### config.mk
export PLATFORM = sky130hd
export DESIGN_NAME = fetch_stage
export DESIGN_NICKNAME = d
export VERILOG_FILES = /design/src/rtl/fetch_stage.sv
export SDC_FILE = /design/constraint.sdc
export NUM_CORES = 1
export LEC_CHECK = 0
export ABC_CLOCK_PERIOD_IN_PS = 2450
export BUFFER_PORTS_ARGS = -buffer_cell sky130_fd_sc_hd__buf_2
export CORE_MARGIN = 1.5
export CORE_UTILIZATION = 54
export CTS_BUF_LIST = sky130_fd_sc_hd__clkbuf_8
export DETAILED_ROUTE_END_ITERATION = 10
export PLACE_DENSITY = 0.82
export SLEW_MARGIN = 5
export SYNTH_ARGS = -nofsm -noshare
export SYNTH_HDL_FRONTEND = slang
export SYNTH_SLANG_ARGS = --single-unit
### constraint.sdc
create_clock -name clk -period 2.45 [get_ports clk]
set_input_delay 0.245 -clock clk [delete_from_list [all_inputs] [get_ports clk]]
set_output_delay 0.245 -clock clk [all_outputs]
set_load 0.02 [all_outputs]
### src/rtl/fetch_stage.sv
// Instruction-fetch stage with IF/ID pipeline register.
// Owns the PC, drives a 1-cycle-latency synchronous instruction memory,
// latches instruction/PC/valid and slices register-file address fields.
module fetch_stage #(
  parameter int unsigned           PC_WIDTH = 32,
  parameter logic [PC_WIDTH-1:0]   RESET_PC = '0,
  parameter int unsigned           PC_STEP  = 4
) (
  input  logic                clk,
  input  logic                rst_n,
  output logic [PC_WIDTH-1:0] imem_addr,
  input  logic [31:0]         imem_data,
  input  logic                stall,
  input  logic                branch_taken,
  input  logic [PC_WIDTH-1:0] branch_target,
  input  logic                halt,
  output logic [31:0]         if_id_instr,
  output logic [PC_WIDTH-1:0] if_id_pc,
  output logic                if_id_valid,
  output logic [2:0]          rf_read_addr1,
  output logic [2:0]          rf_read_addr2,
  output logic [2:0]          rf_br_addr,
  output logic [2:0]          rf_dest_addr,
  output logic                fetching
);

  typedef enum logic [1:0] {
    BOOT,
    RUN,
    HALTED
  } state_t;

  state_t              state;
  logic [PC_WIDTH-1:0] pc_q;
  logic [PC_WIDTH-1:0] req_pc_q;
  logic                req_valid_q;

  // During a stall the in-flight address is re-issued so the returning
  // data stays aligned with req_pc_q; a branch always issues from pc_q.
  always_comb begin
    imem_addr = pc_q;
    if (state == RUN && stall && !branch_taken) begin
      imem_addr = req_pc_q;
    end
  end

  // Register-file address fields are raw slices; consumers qualify with valid.
  assign rf_read_addr1 = if_id_instr[23:21];
  assign rf_read_addr2 = if_id_instr[20:18];
  assign rf_br_addr    = if_id_instr[23:21];
  assign rf_dest_addr  = if_id_instr[26:24];

  // Fetch FSM, PC, in-flight request and IF/ID register.
  always_ff @(posedge clk) begin
    if (!rst_n) begin
      state       <= BOOT;
      fetching    <= 1'b0;
      pc_q        <= RESET_PC;
      req_pc_q    <= '0;
      req_valid_q <= 1'b0;
      if_id_instr <= '0;
      if_id_pc    <= '0;
      if_id_valid <= 1'b0;
    end else begin
      case (state)
        BOOT: begin
          state       <= RUN;
          fetching    <= 1'b1;
          req_valid_q <= 1'b0;
        end

        RUN: begin
          // Priority: halt over branch over stall.
          if (halt) begin
            state       <= HALTED;
            fetching    <= 1'b0;
            req_valid_q <= 1'b0;
            if (!stall) begin
              if_id_instr <= imem_data;
              if_id_pc    <= req_pc_q;
              if_id_valid <= req_valid_q;
            end
          end else if (branch_taken) begin
            pc_q        <= branch_target;
            req_valid_q <= 1'b0;
            if_id_valid <= 1'b0;
          end else if (!stall) begin
            req_pc_q    <= pc_q;
            req_valid_q <= 1'b1;
            pc_q        <= pc_q + PC_WIDTH'(PC_STEP);
            if_id_instr <= imem_data;
            if_id_pc    <= req_pc_q;
            if_id_valid <= req_valid_q;
          end
        end

        HALTED: begin
          fetching    <= 1'b0;
          req_valid_q <= 1'b0;
          if (!stall) begin
            if_id_instr <= imem_data;
            if_id_pc    <= req_pc_q;
            if_id_valid <= req_valid_q;
          end
        end

        default: begin
          state    <= BOOT;
          fetching <= 1'b0;
        end
      endcase
    end
  end

endmodule

==> results.yml, run 1 <==
logic_synthesis:
  ys_warn_count: 0
  syn-num-nets: 880
  ys.flop_type: "dfxtp_1"
  synthArstFlopShare: 0
  post_synth.cell_area_avg_um2: 7.82
  yosys.area_share.simple: 0.256
  synth_area_um2: 6280
  synth_fa_ha_area_frac: 0.0139
  synth_xor_area_frac: 0
  netlist_instances: 804
  synth_compound_area_frac: 0.181
  synth.mux.area_fraction: 0.0655
  synth.distinct_cells: 54
  synth_top_family_by_area: "simple AND/OR/NAND/NOR gates"
  synth_enable_flop_cells: 0
  synth-seq-cells: 133
  ys_seq_area_frac: 0.424
floorplanning:
  ios: 179
  die_width_um: 111
  start_util: 0.553
  dieArea_um2: 12300
  num_rows: 39
  core_um2: 11400
  die_y_um: 111
outcome:
  status: "finished clean"
final_layout:
  nFillCells: 963
  syn_to_final_growth_pct: 23.0
  regArea_um2: 2660
  multiInputGateArea_um2: 3270
  diodes: 0
  final_area_um2: 7730
  nNetsFinal: 1029
  drive_above_1_share: 0.290
  final_util: 0.680
clocking:
  cts_resized: 0
  postCtsHoldBufs: 0
  post_cts_buffers: 0
  clkTransAtPathRegs_ps: 70
  clk_latency_ps: 450
  clockBufferDepth: 2
  cts_sinks: 133
  cts_buffers: 17
  cts_tree: "yes"
  cts_root_buf: "clkbuf_8"
  htree_num_levels: 4
placement:
  numPortBuffers: 178
  placed_cell_area_um2: 7280
  routabilityCongestion: 0.970
  dpl.hpwl_um: 12300
sta:
  fin_crit_ps: 2310
  slew_viol_final: 0
  fin_tns_setup_ps: 0
  hold_viol: 0
  grt_setup_unrepaired: "false"
  fin_skew_ps: 15.0
  fmax_mhz: 434
  finalSetupViolCount: 0
  period_share: 0.941
  worst_pin_slew_ps: 867
  slew_headroom: 0.422
pwr:
  ir_drop_uv: 1150
  power.switching_w: 0.00223
  p_comb_frac: 0.294
  switching_share: 0.352
  p_total_w: 0.00634
  power.leakage_nw: 3.22
  powerDensity_nw_per_um2: 821
  p_int_w: 0.00411
  power.share.sequential: 0.403
  clockPowerShare: 0.304
global_routing:
  grt_max_degree: 82
  track_usage: 0.290
  antenna_found_initial: 0
  grt_pass1_wl_um: 29000
  grt_pass1_vias: 5828
  grt.overflow.total: 0
setup_path:
  worstSetupStartpointType: "flop"
  arrival_ps: 2060
  r2r.worst_path.cells: 6
  critPathKind: "reg2out"
  cp.required_ps: 2200
  crit_fanout: 16
  endpoint_kind: "output pin"
route:
  drcViolationCount: 0
  num_vias: 6496
  dr_wl_met2_um: 8560
  routed_wl_um: 18300
  wl_per_cell_um: 16.5
  first_pass_iters: 5
  viasPerCell: 5.86
  wl_met3_um: 1540
  top_layer: "met4"
  antenna_left: 0
  dr.first_iter.drc_count: 715
  wl_met1_um: 7640
min_path:
  hold_depth: 3
  hold_class: "in2reg"
run:
  max_cap_viol_count: 0
## worst paths after layout
path	startpoint	to	slack, ps
worst max-delay path	state[1]	imem_addr[2]	140
worst min-delay path	imem_data[3]	if_id_instr[3]	30
worst max register to register	state[1]	pc_q[31]	340
worst min register to register	if_id_pc[0]	if_id_pc[0]	450
## registers in the layout (all words and copies together) (netlist names)
signal,cells
pc_q,32
fetching,1
state,2
if_id_instr,32
req_valid_q,1
if_id_valid,1
if_id_pc,32
req_pc_q,32
## metal layers
layer	GRT usage	vias to the layer above
li1	-	3120
met3	0.0574	58
met5	0	-
met2	0.465	357
met1	0.378	2961
met4	0.131	0
## critical path: stages (launching register included)
cell	delay, ps
dfxtp_1	380
inv_1	110
ha_2	230
nand2_2	160
clkbuf_16	230
mux2_2	350
buf_2	160
## layout make-up
type,instances,share of cell area
clock buffer,21,0.0374
clock inverter,10,0.0168
inverter,6,0.00308
multi-input combinational,587,0.424
sequential,133,0.345
tap,143,0.0232
timing repair buffer,208,0.152
## stage by stage
stage,cells,setup WS [ps],hold slack [ps]
after floorplan,804,412,381
after global placement,1076,393,437
after detailed placement,1076,348,443
after CTS,1107,80.0,15.8
after global routing,1108,53.8,14.5
final,1108,145,31.3
## kinds of logic after synthesis
logic type      Yosys count
compound gates          190
buf+inv                  84
mux                      37
fa+ha+maj                 7
simple gates            353
flops                   133
## power groups by stage
stage / Combinational [W] / Sequential [W] / Clock, W
floorplan: 0.00111 / 0.00269 / 0
global placement: 0.00182 / 0.00258 / 0
detailed placement: 0.00183 / 0.00259 / 0
CTS: 0.00184 / 0.00254 / 0.00195
global route: 0.00201 / 0.00258 / 0.00205
finish: 0.00186 / 0.00255 / 0.00193
## synth_stat cells (7+ instances only)
master    count  share of area
a21oi_1     121          0.096
and3_1        9         0.0090
and4_1        7         0.0098
buf_1         8         0.0048
buf_2        10         0.0080
buf_4        12          0.014
clkbuf_1     48          0.029
dfxtp_1     133           0.42
ha_1          7          0.014
mux2_2       33          0.059
nand2_1     227           0.14
nand3_1      23          0.018
nand4_1      11          0.011
nor2_1       20          0.012
nor3_1       10         0.0080
nor4_1        7         0.0070
o211ai_1      7         0.0084
o21ai_0      12         0.0096
or4_1         8         0.0096
## cells in the final DEF, fill, tap and decap left out, types with 4 or more instances in the layout
| master | instances |
|---|---|
| nand2_1 | 226 |
| buf_2 | 178 |
| dfxtp_1 | 133 |
| a21oi_1 | 121 |
| mux2_2 | 33 |
| buf_4 | 26 |
| nand3_1 | 22 |
| clkbuf_8 | 21 |
| nor2_1 | 19 |
| o21ai_0 | 12 |
| nand4_1 | 11 |
| nor3_1 | 10 |
| and3_1 | 9 |
| or4_1 | 8 |
| inv_1 | 7 |
| and4_1 | 7 |
| nor4_1 | 7 |
| o211ai_1 | 7 |
| a31oi_1 | 6 |
| ha_1 | 6 |
| nand2b_1 | 5 |
| o31a_1 | 5 |
| and2_1 | 5 |
| o22ai_1 | 5 |
| o311ai_0 | 4 |
| a32oi_1 | 4 |
| mux2i_1 | 4 |
Power figures use the tool's default switching activity.
==> inputs of run 2 (changes only) <==
==> config.mk (replaced) <==
export PLATFORM = sky130hd
export DESIGN_NAME = fetch_stage
export DESIGN_NICKNAME = d
export VERILOG_FILES = /design/src/rtl/fetch_stage.sv
export SDC_FILE = /design/constraint.sdc
export NUM_CORES = 1
export LEC_CHECK = 0
export ABC_CLOCK_PERIOD_IN_PS = 2300
export BUFFER_PORTS_ARGS = -buffer_cell sky130_fd_sc_hd__buf_4
export CELL_PAD_IN_SITES_DETAIL_PLACEMENT = 0
export CELL_PAD_IN_SITES_GLOBAL_PLACEMENT = 1
export CORE_MARGIN = 1.5
export CORE_UTILIZATION = 39
export CTS_BUF_LIST = sky130_fd_sc_hd__clkbuf_8
export DETAILED_ROUTE_END_ITERATION = 10
export PLACE_DENSITY_LB_ADDON = 0.1
export SLEW_MARGIN = 5
export SYNTH_ARGS = -nofsm -noshare
export SYNTH_HDL_FRONTEND = slang
export SYNTH_SLANG_ARGS = --single-unit
==> constraint.sdc (replaced) <==
create_clock -name clk -period 2.3 [get_ports clk]
set_input_delay 0.23 -clock clk [delete_from_list [all_inputs] [get_ports clk]]
set_output_delay 0.23 -clock clk [all_outputs]
set_load 0.02 [all_outputs]
==> results.yml, run 2 (synthesized netlist as in run 1, its figures left out) <==
final_layout:
  final_common_cell: "nand2_1"
  drive_above_1_share: 0.299
  diodes: 0
  syn_to_final_growth_pct: 33.3
  nNetsFinal: 1038
  nFillCells: 1519
  most-common-layout-cells: "nand2_1 (226), buf_4 (208), dfxtp_1 (132)"
  final_area_um2: 8380
  finalNonFillerCells: 1190
route:
  first_pass_iters: 5
  dr.first_iter.drc_count: 486
  wl_per_cell_um: 17.2
  routed_wl_um: 20400
  drcViolationCount: 0
  num_vias: 6413
  antenna_left: 0
  viasPerCell: 5.39
placement:
  dp_slack_ps: 222
  numPortBuffers: 178
  post-place-cells: 1155
  routabilityCongestion: 0.906
  placed_cell_area_um2: 7860
  dpl.hpwl_um: 14100
sta:
  worst_pin_slew_ps: 906
  hold_viol: 0
  slew_viol_final: 0
  fin_skew_ps: 8.19
  finalSetupViolCount: 0
  fmax_mhz: 450
  fin_ws_ps: 78.7
  fin_tns_setup_ps: 0
  grt_setup_unrepaired: "false"
  fin_crit_ps: 2220
  period_share: 0.966
  slew_headroom: 0.396
min_path:
  hold_class: "in2reg"
  hold_start: "imem_data[19]"
  hold_depth: 3
  min_to: "if_id_instr[19]"
setup_path:
  critPathKind: "reg2out"
  worstSetupStartpointType: "flop"
  cp.required_ps: 2070
  rrSetupSlack_ps: 150
  endpoint_kind: "output pin"
  r2r_end: "pc_q[23]"
  rr_startpoint: "pc_q[7]"
  r2r.worst_path.cells: 4
  crit_fanout: 7
  arrival_ps: 1990
floorplanning:
  ios: 179
  core_um2: 15800
  die_width_um: 130
  dieArea_um2: 16900
  die_y_um: 130
  num_rows: 46
  start_util: 0.397
clocking:
  postCtsHoldBufs: 0
  clk_latency_ps: 440
  cts_root_buf: "clkbuf_8"
  cts_sinks: 133
  cts_buffers: 17
  clockBufferDepth: 2
  htree_num_levels: 4
  cts_tree: "yes"
  clkTransAtPathRegs_ps: 80
pwr:
  powerDensity_nw_per_um2: 837
  ir_drop_uv: 465
  power.leakage_nw: 3.33
  p_total_w: 0.00701
global_routing:
  grt_max_degree: 82
  grt_pass1_wl_um: 31000
  grt_pass1_vias: 5939
  grt.overflow.total: 0
  track_usage: 0.237
  antenna_found_initial: 0
outcome:
  status: "finished clean"
run:
  max_cap_viol_count: 0
run 2: what timing repair did:
item,in CTS,in global routing
setup buffers,1,0
setup endpoints to repair,32,26
endpoints found under the hold margin,0,0
resized for setup,9,2
gates cloned,1,2
run 2: worst max path at each step:
stage              from  cells past startpoint       endpoint  slack, ps
2_1_floorplan  state[1]                      7       pc_q[31]        260
3_3_place_gp    pc_q[7]                      4       pc_q[23]        250
3_5_place_dp    pc_q[7]                      4       pc_q[23]        220
4_1_cts        state[1]                      7  imem_addr[12]          6
5_1_grt         pc_q[7]                      4       pc_q[26]          7
6_report       state[1]                      7  imem_addr[21]         80
run 2: per-stage QoR:
stage,hold WS (ps),util
global placement,442,0.497
floorplan,366,-
global route,18.1,0.529
detailed placement,447,0.497
CTS,9.39,0.526
finish,35.8,0.529
run 2: per-layer routing:
layer	wire, um	track usage	vias up	share of wire
met3	1290	0.0431	21	0.063
met2	9610	0.390	240	0.47
li1	-	-	3136	-
met1	9230	0.316	3016	0.45
met4	295	0.0765	0	0.014
met5	0	0	-	0
run 2: critical path: stages (launching register included):
cell     delay (ps)
dfxtp_2         340
inv_1            80
ha_1            210
buf_6           140
nand2_8         120
buf_8           160
mux2_2          350
buf_4           160
run 2: final cells by class:
cell class | instances | area (um2) | share of cell area
timing repair buffer | 217 | 1730 | 0.207
clock buffer | 18 | 248 | 0.0296
tap | 216 | 270 | 0.0323
multi-input combinational | 587 | 3280 | 0.392
sequential | 133 | 2660 | 0.318
clock inverter | 13 | 158 | 0.0188
inverter | 6 | 23.8 | 0.00284
run 2: report_power, final:
part	switching, W	leakage [nW]	internal, W	total [W]
clock network	0.000931	0.208	0.00109	0.00202
logic	0.00136	2.04	0.000911	0.00227
registers	0.000195	1.08	0.00252	0.00272
